===== src/rtl/cpu_ctrl_pkg.sv =====
// rtl/cpu_ctrl_pkg.sv - shared types and constants for the pipeline sequencer
//
// Purpose: memory-wait FSM state encoding, register-index width and the
//          zero-register constant used by the hazard equations.
// Ports:   none (package).
package cpu_ctrl_pkg;

    localparam int REG_W = 5;
    localparam logic [REG_W-1:0] REG_ZERO = '0;

    typedef enum logic {
        RUN      = 1'b0,
        MEM_WAIT = 1'b1
    } mem_state_e;

endpackage


===== src/rtl/hazard_stall_mem_fsm.sv =====
// rtl/hazard_stall_mem_fsm.sv - data-memory wait sequencer with timeout
//
// Purpose: tracks an outstanding data-memory access, requests the pipeline
//          freeze while it waits, abandons it after TIMEOUT wait cycles and
//          raises a sticky error flag when that happens.
// Ports:   clk_i, rst_i     clock, synchronous active-high reset
//          memop_i          load or store present in MEM
//          mem_ack_i        memory completes the access this cycle
//          mem_req_o        data-memory request (0 while in reset)
//          freeze_o         hold the whole pipeline this cycle
//          err_o            sticky timeout flag
module hazard_stall_mem_fsm
    import cpu_ctrl_pkg::*;
#(
    parameter int TIMEOUT = 16
) (
    input  logic clk_i,
    input  logic rst_i,
    input  logic memop_i,
    input  logic mem_ack_i,
    output logic mem_req_o,
    output logic freeze_o,
    output logic err_o
);

    localparam int WAIT_W = $clog2(TIMEOUT) + 1;
    localparam logic [WAIT_W-1:0] WAIT_MAX = WAIT_W'(TIMEOUT);

    mem_state_e        state_q, state_d;
    logic [WAIT_W-1:0] wait_cnt_q, wait_cnt_d;
    logic              err_d;

    always_comb begin
        state_d    = state_q;
        wait_cnt_d = wait_cnt_q;
        err_d      = err_o;
        mem_req_o  = 1'b0;
        freeze_o   = 1'b0;
        if (!rst_i) begin
            case (state_q)
                RUN: begin
                    mem_req_o = memop_i;
                    // A same-cycle ack is a zero-wait access: never leave RUN.
                    if (memop_i && !mem_ack_i) begin
                        freeze_o   = 1'b1;
                        state_d    = MEM_WAIT;
                        wait_cnt_d = WAIT_W'(1);
                    end
                end
                MEM_WAIT: begin
                    mem_req_o = 1'b1;
                    if (mem_ack_i) begin
                        state_d    = RUN;
                        wait_cnt_d = '0;
                    end else if (wait_cnt_q == WAIT_MAX) begin
                        // Give up on the access and let the pipeline move on.
                        err_d      = 1'b1;
                        state_d    = RUN;
                        wait_cnt_d = '0;
                    end else begin
                        freeze_o   = 1'b1;
                        wait_cnt_d = wait_cnt_q + WAIT_W'(1);
                    end
                end
                default: begin
                    state_d    = RUN;
                    wait_cnt_d = '0;
                end
            endcase
        end
    end

    always_ff @(posedge clk_i) begin
        if (rst_i) begin
            state_q    <= RUN;
            wait_cnt_q <= '0;
            err_o      <= 1'b0;
        end else begin
            state_q    <= state_d;
            wait_cnt_q <= wait_cnt_d;
            err_o      <= err_d;
        end
    end

endmodule


===== src/rtl/hazard_stall_ctrl.sv =====
// rtl/hazard_stall_ctrl.sv - 5-stage pipeline stall/flush/bubble sequencer
//
// Purpose: merges memory-wait freeze, load-use stall and ID-stage redirect
//          into the pipeline-register controls, and counts stalled cycles.
// Ports:   clk_i, rst_i               clock, synchronous active-high reset
//          EX_MEM_MemRead_i/Write_i   load/store in MEM
//          mem_ack_i / mem_req_o      data-memory handshake
//          ID_EX_MemRead_i, ID_EX_Rt_i, IF_ID_Rs_i, IF_ID_Rt_i  load-use inputs
//          Branch_taken_i, Jump_i     control-flow redirect from ID
//          PC_en_o, IF_ID_en_o, IF_ID_flush_o, ID_EX_en_o, ID_EX_bubble_o,
//          EX_MEM_en_o, MEM_WB_bubble_o  pipeline-register controls
//          stall_cnt_o                saturating stalled-cycle count
//          err_o                      sticky memory-timeout flag
module hazard_stall_ctrl
    import cpu_ctrl_pkg::*;
#(
    parameter int TIMEOUT = 16,
    parameter int CNT_W   = 16
) (
    input  logic             clk_i,
    input  logic             rst_i,
    input  logic             EX_MEM_MemRead_i,
    input  logic             EX_MEM_MemWrite_i,
    input  logic             mem_ack_i,
    input  logic             ID_EX_MemRead_i,
    input  logic [REG_W-1:0] ID_EX_Rt_i,
    input  logic [REG_W-1:0] IF_ID_Rs_i,
    input  logic [REG_W-1:0] IF_ID_Rt_i,
    input  logic             Branch_taken_i,
    input  logic             Jump_i,
    output logic             mem_req_o,
    output logic             PC_en_o,
    output logic             IF_ID_en_o,
    output logic             IF_ID_flush_o,
    output logic             ID_EX_en_o,
    output logic             ID_EX_bubble_o,
    output logic             EX_MEM_en_o,
    output logic             MEM_WB_bubble_o,
    output logic [CNT_W-1:0] stall_cnt_o,
    output logic             err_o
);

    logic memop;
    logic freeze;
    logic luse;
    logic redirect;

    assign memop    = EX_MEM_MemRead_i | EX_MEM_MemWrite_i;
    assign luse     = ID_EX_MemRead_i && (ID_EX_Rt_i != REG_ZERO) &&
                      ((ID_EX_Rt_i == IF_ID_Rs_i) || (ID_EX_Rt_i == IF_ID_Rt_i));
    assign redirect = Branch_taken_i | Jump_i;

    hazard_stall_mem_fsm #(
        .TIMEOUT (TIMEOUT)
    ) u_mem_fsm (
        .clk_i     (clk_i),
        .rst_i     (rst_i),
        .memop_i   (memop),
        .mem_ack_i (mem_ack_i),
        .mem_req_o (mem_req_o),
        .freeze_o  (freeze),
        .err_o     (err_o)
    );

    always_comb begin
        PC_en_o         = 1'b1;
        IF_ID_en_o      = 1'b1;
        IF_ID_flush_o   = 1'b0;
        ID_EX_en_o      = 1'b1;
        ID_EX_bubble_o  = 1'b0;
        EX_MEM_en_o     = 1'b1;
        MEM_WB_bubble_o = 1'b0;
        if (rst_i) begin
            PC_en_o         = 1'b0;
            IF_ID_en_o      = 1'b0;
            IF_ID_flush_o   = 1'b1;
            ID_EX_en_o      = 1'b0;
            ID_EX_bubble_o  = 1'b1;
            EX_MEM_en_o     = 1'b0;
            MEM_WB_bubble_o = 1'b1;
        end else if (freeze) begin
            // MEM_WB bubble lets the older instruction retire exactly once.
            PC_en_o         = 1'b0;
            IF_ID_en_o      = 1'b0;
            ID_EX_en_o      = 1'b0;
            EX_MEM_en_o     = 1'b0;
            MEM_WB_bubble_o = 1'b1;
        end else if (luse) begin
            // A coincident redirect is dropped; the branch re-resolves next cycle.
            PC_en_o        = 1'b0;
            IF_ID_en_o     = 1'b0;
            ID_EX_bubble_o = 1'b1;
        end else if (redirect) begin
            IF_ID_flush_o = 1'b1;
        end
    end

    always_ff @(posedge clk_i) begin
        if (rst_i) begin
            stall_cnt_o <= '0;
        end else if ((freeze || luse) && (stall_cnt_o != '1)) begin
            stall_cnt_o <= stall_cnt_o + CNT_W'(1);
        end
    end

endmodule


===== config.mk =====
export PLATFORM = sky130hd
export DESIGN_NAME = hazard_stall_ctrl
export DESIGN_NICKNAME = d
export VERILOG_FILES = /design/src/rtl/cpu_ctrl_pkg.sv /design/src/rtl/hazard_stall_mem_fsm.sv /design/src/rtl/hazard_stall_ctrl.sv
export SDC_FILE = /design/constraint.sdc
export NUM_CORES = 1
export LEC_CHECK = 0
export ABC_AREA = 1
export CORE_UTILIZATION = 47
export CTS_BUF_LIST = sky130_fd_sc_hd__clkbuf_8 sky130_fd_sc_hd__clkbuf_16
export CTS_CLUSTER_SIZE = 28
export DETAILED_ROUTE_END_ITERATION = 7
export PLACE_DENSITY = 0.8
export SYNTH_ARGS = -nofsm -noshare
export SYNTH_HDL_FRONTEND = slang
export SYNTH_HIERARCHICAL = 1
export SYNTH_SLANG_ARGS = --single-unit

===== constraint.sdc =====
create_clock -name clk_i -period 2.8 [get_ports clk_i]
set_input_delay 0.56 -clock clk_i [delete_from_list [all_inputs] [get_ports clk_i]]
set_output_delay 0.56 -clock clk_i [all_outputs]
set_load 0.01 [all_outputs]

==> out/qor.yml <==
synth_edf_count: 0
yosysMostFrequentCell: "nand2_1"
clock_path_buffers: 2
finClkSkew_ps: 3.81
synth_seq_cells: 23
fin_crit_ps: 2730
grt_max_degree: 32
power.density_nw_per_um2: 331
synth_top_area_share_pct: 29.2
synth_warnings: 6
dpl_cell_area_um2: 2070
maxCapViolCount: 0
routedWlPerCell_um: 9.67
setup_viol: 0
initial_core_util_pct: 50.5
cts_max_level: 1
async_flop_share_pct: 0
crit_family: "buffers and inverters"
die_area_um2: 3600
yosys-top-cells-count: "66 x nand2_1, 41 x nor2_1, 28 x inv_1, 23 x dfxtp_1, 23 x nand3_1"
global_route.usage.met1_pct: 24.7
io-pin-count: 48
startpoint_type: "input port"
path_clk_slew_ps: 80
grt.overflow.total: 0
cp_slowest_cell: "clkdlybuf4s50_1"
slowest_delay_ps: 470
end_kind: "primary output"
syn_area_per_cell_um2: 6.22
chipWidth_um: 60.0
core_um2: 3130
cts_root_buf: "clkbuf_8"
busiest_layer: "met2"
holdCritPathClass: "reg -> reg"
finalWorstSetupSlack_ps: 72.2
fin_area_um2: 2130
use_met2_pct: 37.0
via_per_inst: 4.90
pre_cts_slack_ps: -131
place_congestion: 0.781
die_height_um: 60.0
row_count: 20
slew_headroom_pct: 73.9
syn-cell-area_um2: 1580
antenna_found_initial: 0
first_global_vias: 1492
grt_pass1_wl_um: 5780
final_nets: 330
use_met3_pct: 3.68
track_usage_pct: 20.8
cts_tree: "done"
synth_cell_types: 30
drt_wl_total_um: 3360
via_count: 1702
slew_viol_final: 0
crit_chain: "clkdlybuf4s50_1 > or2_2 > a21oi_4 > nor3_2 > nor2_2 > inv_1 > clkdlybuf4s50_1"
syn_nets: 280
dr.first_iter.drc_count: 93
place_hpwl_um: 2560
cp_data_required_time_ps: 2240
dr.pass1.iters: 4
portBuffers: 47
synth-seq-area-share_pct: 29.2
synth_flop_cell: "dfxtp_1"
synthCells: 254
ir_drop_uv: 163
syn_to_final_growth_pct: 34.6
cp_max_fo: 3
max_freq_ghz: 0.367
ant_nets: 0
cp_num_buf_inv: 3
crit_type: "in -> out"
synth_top_cell_by_area: "dfxtp_1"
post-route-drc-count: 0
power.leakage_nw: 0.930
status: "finished clean"
antennaDiodeCount: 0
rsz0062_at_grt: "no"
arrival_ps: 2170
drive_gt1_share_pct: 12.9
clk_latency_ps: 260
synth_area_leaders: "dfxtp_1 29%, nand2_1 16%, nor2_1 9.7%, nand3_1 7.3%, a21oi_1 6.7%"
min_period_over_period_pct: 97.4
cts_buffers: 3
worst_slew_pin_slew_ps: 387
hold_viol_final: 0
clock-sinks: 23
crit_top_cell: "clkdlybuf4s50_1"
==> stage by stage <==
step | power, mW | setup TNS, ps | std cells | hold WS, ps | utilization, %
CTS | 0.709 | 0 | 346 | 457 | 67.7
detailed placement | 0.504 | -572 | 342 | 445 | 66.3
floorplan | 0.436 | 0 | 254 | 474 | -
global placement | 0.501 | -412 | 342 | 438 | 66.3
finish | 0.703 | 0 | 347 | 453 | 68.0
global route | 0.740 | 0 | 347 | 486 | 68.0
==> kinds of logic after synthesis <==
group                      share of synthesized area [%]
buffers and inverters                               13.0
DFF                                                 29.2
and+or+nand+nor                                     43.3
AOI/OAI and AO/OA                                   11.0
xor gates and xnor gates                            1.11
adders and majority gates                           2.38
==> sequential cells by signal, summed over array words and instances (netlist names) <==
name,count
u_mem_fsm/state_q,1
stall_cnt_o,16
u_mem_fsm/err_o,1
u_mem_fsm/wait_cnt_q,5
==> final timing paths <==
| path | startpoint | to | slack (ps) | cells past startpoint |
|---|---|---|---|---|
| worst max register to register | u_mem_fsm/wait_cnt_q[0] | stall_cnt_o[6] | 700 | 15 |
| worst min-delay path | u_mem_fsm/err_o | u_mem_fsm/err_o | 450 | 2 |
| worst min register to register | u_mem_fsm/err_o | u_mem_fsm/err_o | 450 | 2 |
| worst max-delay path | EX_MEM_MemWrite_i | MEM_WB_bubble_o | 70 | 7 |
==> layer usage <==
metal / part of all wire, % / up-vias / routed length [um]
met5: 0 / - / 0
met2: 50 / 42 / 1670
li1: - / 889 / -
met4: 1.1 / 0 / 38
met3: 4.9 / 4 / 163
met1: 44 / 767 / 1490
==> placed cells by master (no fill, tap or decap), types with 3 or more instances in the layout <==
master           netlist  final
clkdlybuf4s50_1        0     41
ha_1                   3      3
nand2_1               66     66
inv_2                  4      4
inv_1                 28     28
buf_4                  2      6
a21oi_1               21     21
o21ai_0                4      4
dfxtp_1               23     21
nand4_1                4      4
nand2_2                6      6
nor2_2                 4      5
dlygate4sd2_1          0      5
clkbuf_8               0      3
nand3_1               23     23
nor2_1                41     40
==> area by class of cell <==
class,count,area (um2)
clock inverter,1,5.00
clock buffer,3,41.3
inverter,35,136
sequential,23,463
multi-input combinational,188,921
fill,306,1000
tap,44,55.1
timing repair buffer,53,504
==> where the power goes <==
part | leakage (nW) | internal, mW | switching [mW]
Clock | 0.0255 | 0.0993 | 0.108
Sequential | 0.187 | 0.334 | 0.00850
Combinational | 0.718 | 0.0775 | 0.0758
==> repair_timing <==
action                                  in CTS  in global routing
hold buffers                                 0                  0
gates resized for setup                      7                  6
endpoints found under the setup margin       7                  1
buffers inserted                             0                  1
pin swaps                                    0                  1
==> tightest hold or removal path, stage by stage, from the launching register on <==
cell and delay [ps]:
dfxtp_1 320, inv_1 50, a21oi_1 50
Power figures use the tool's default switching activity.
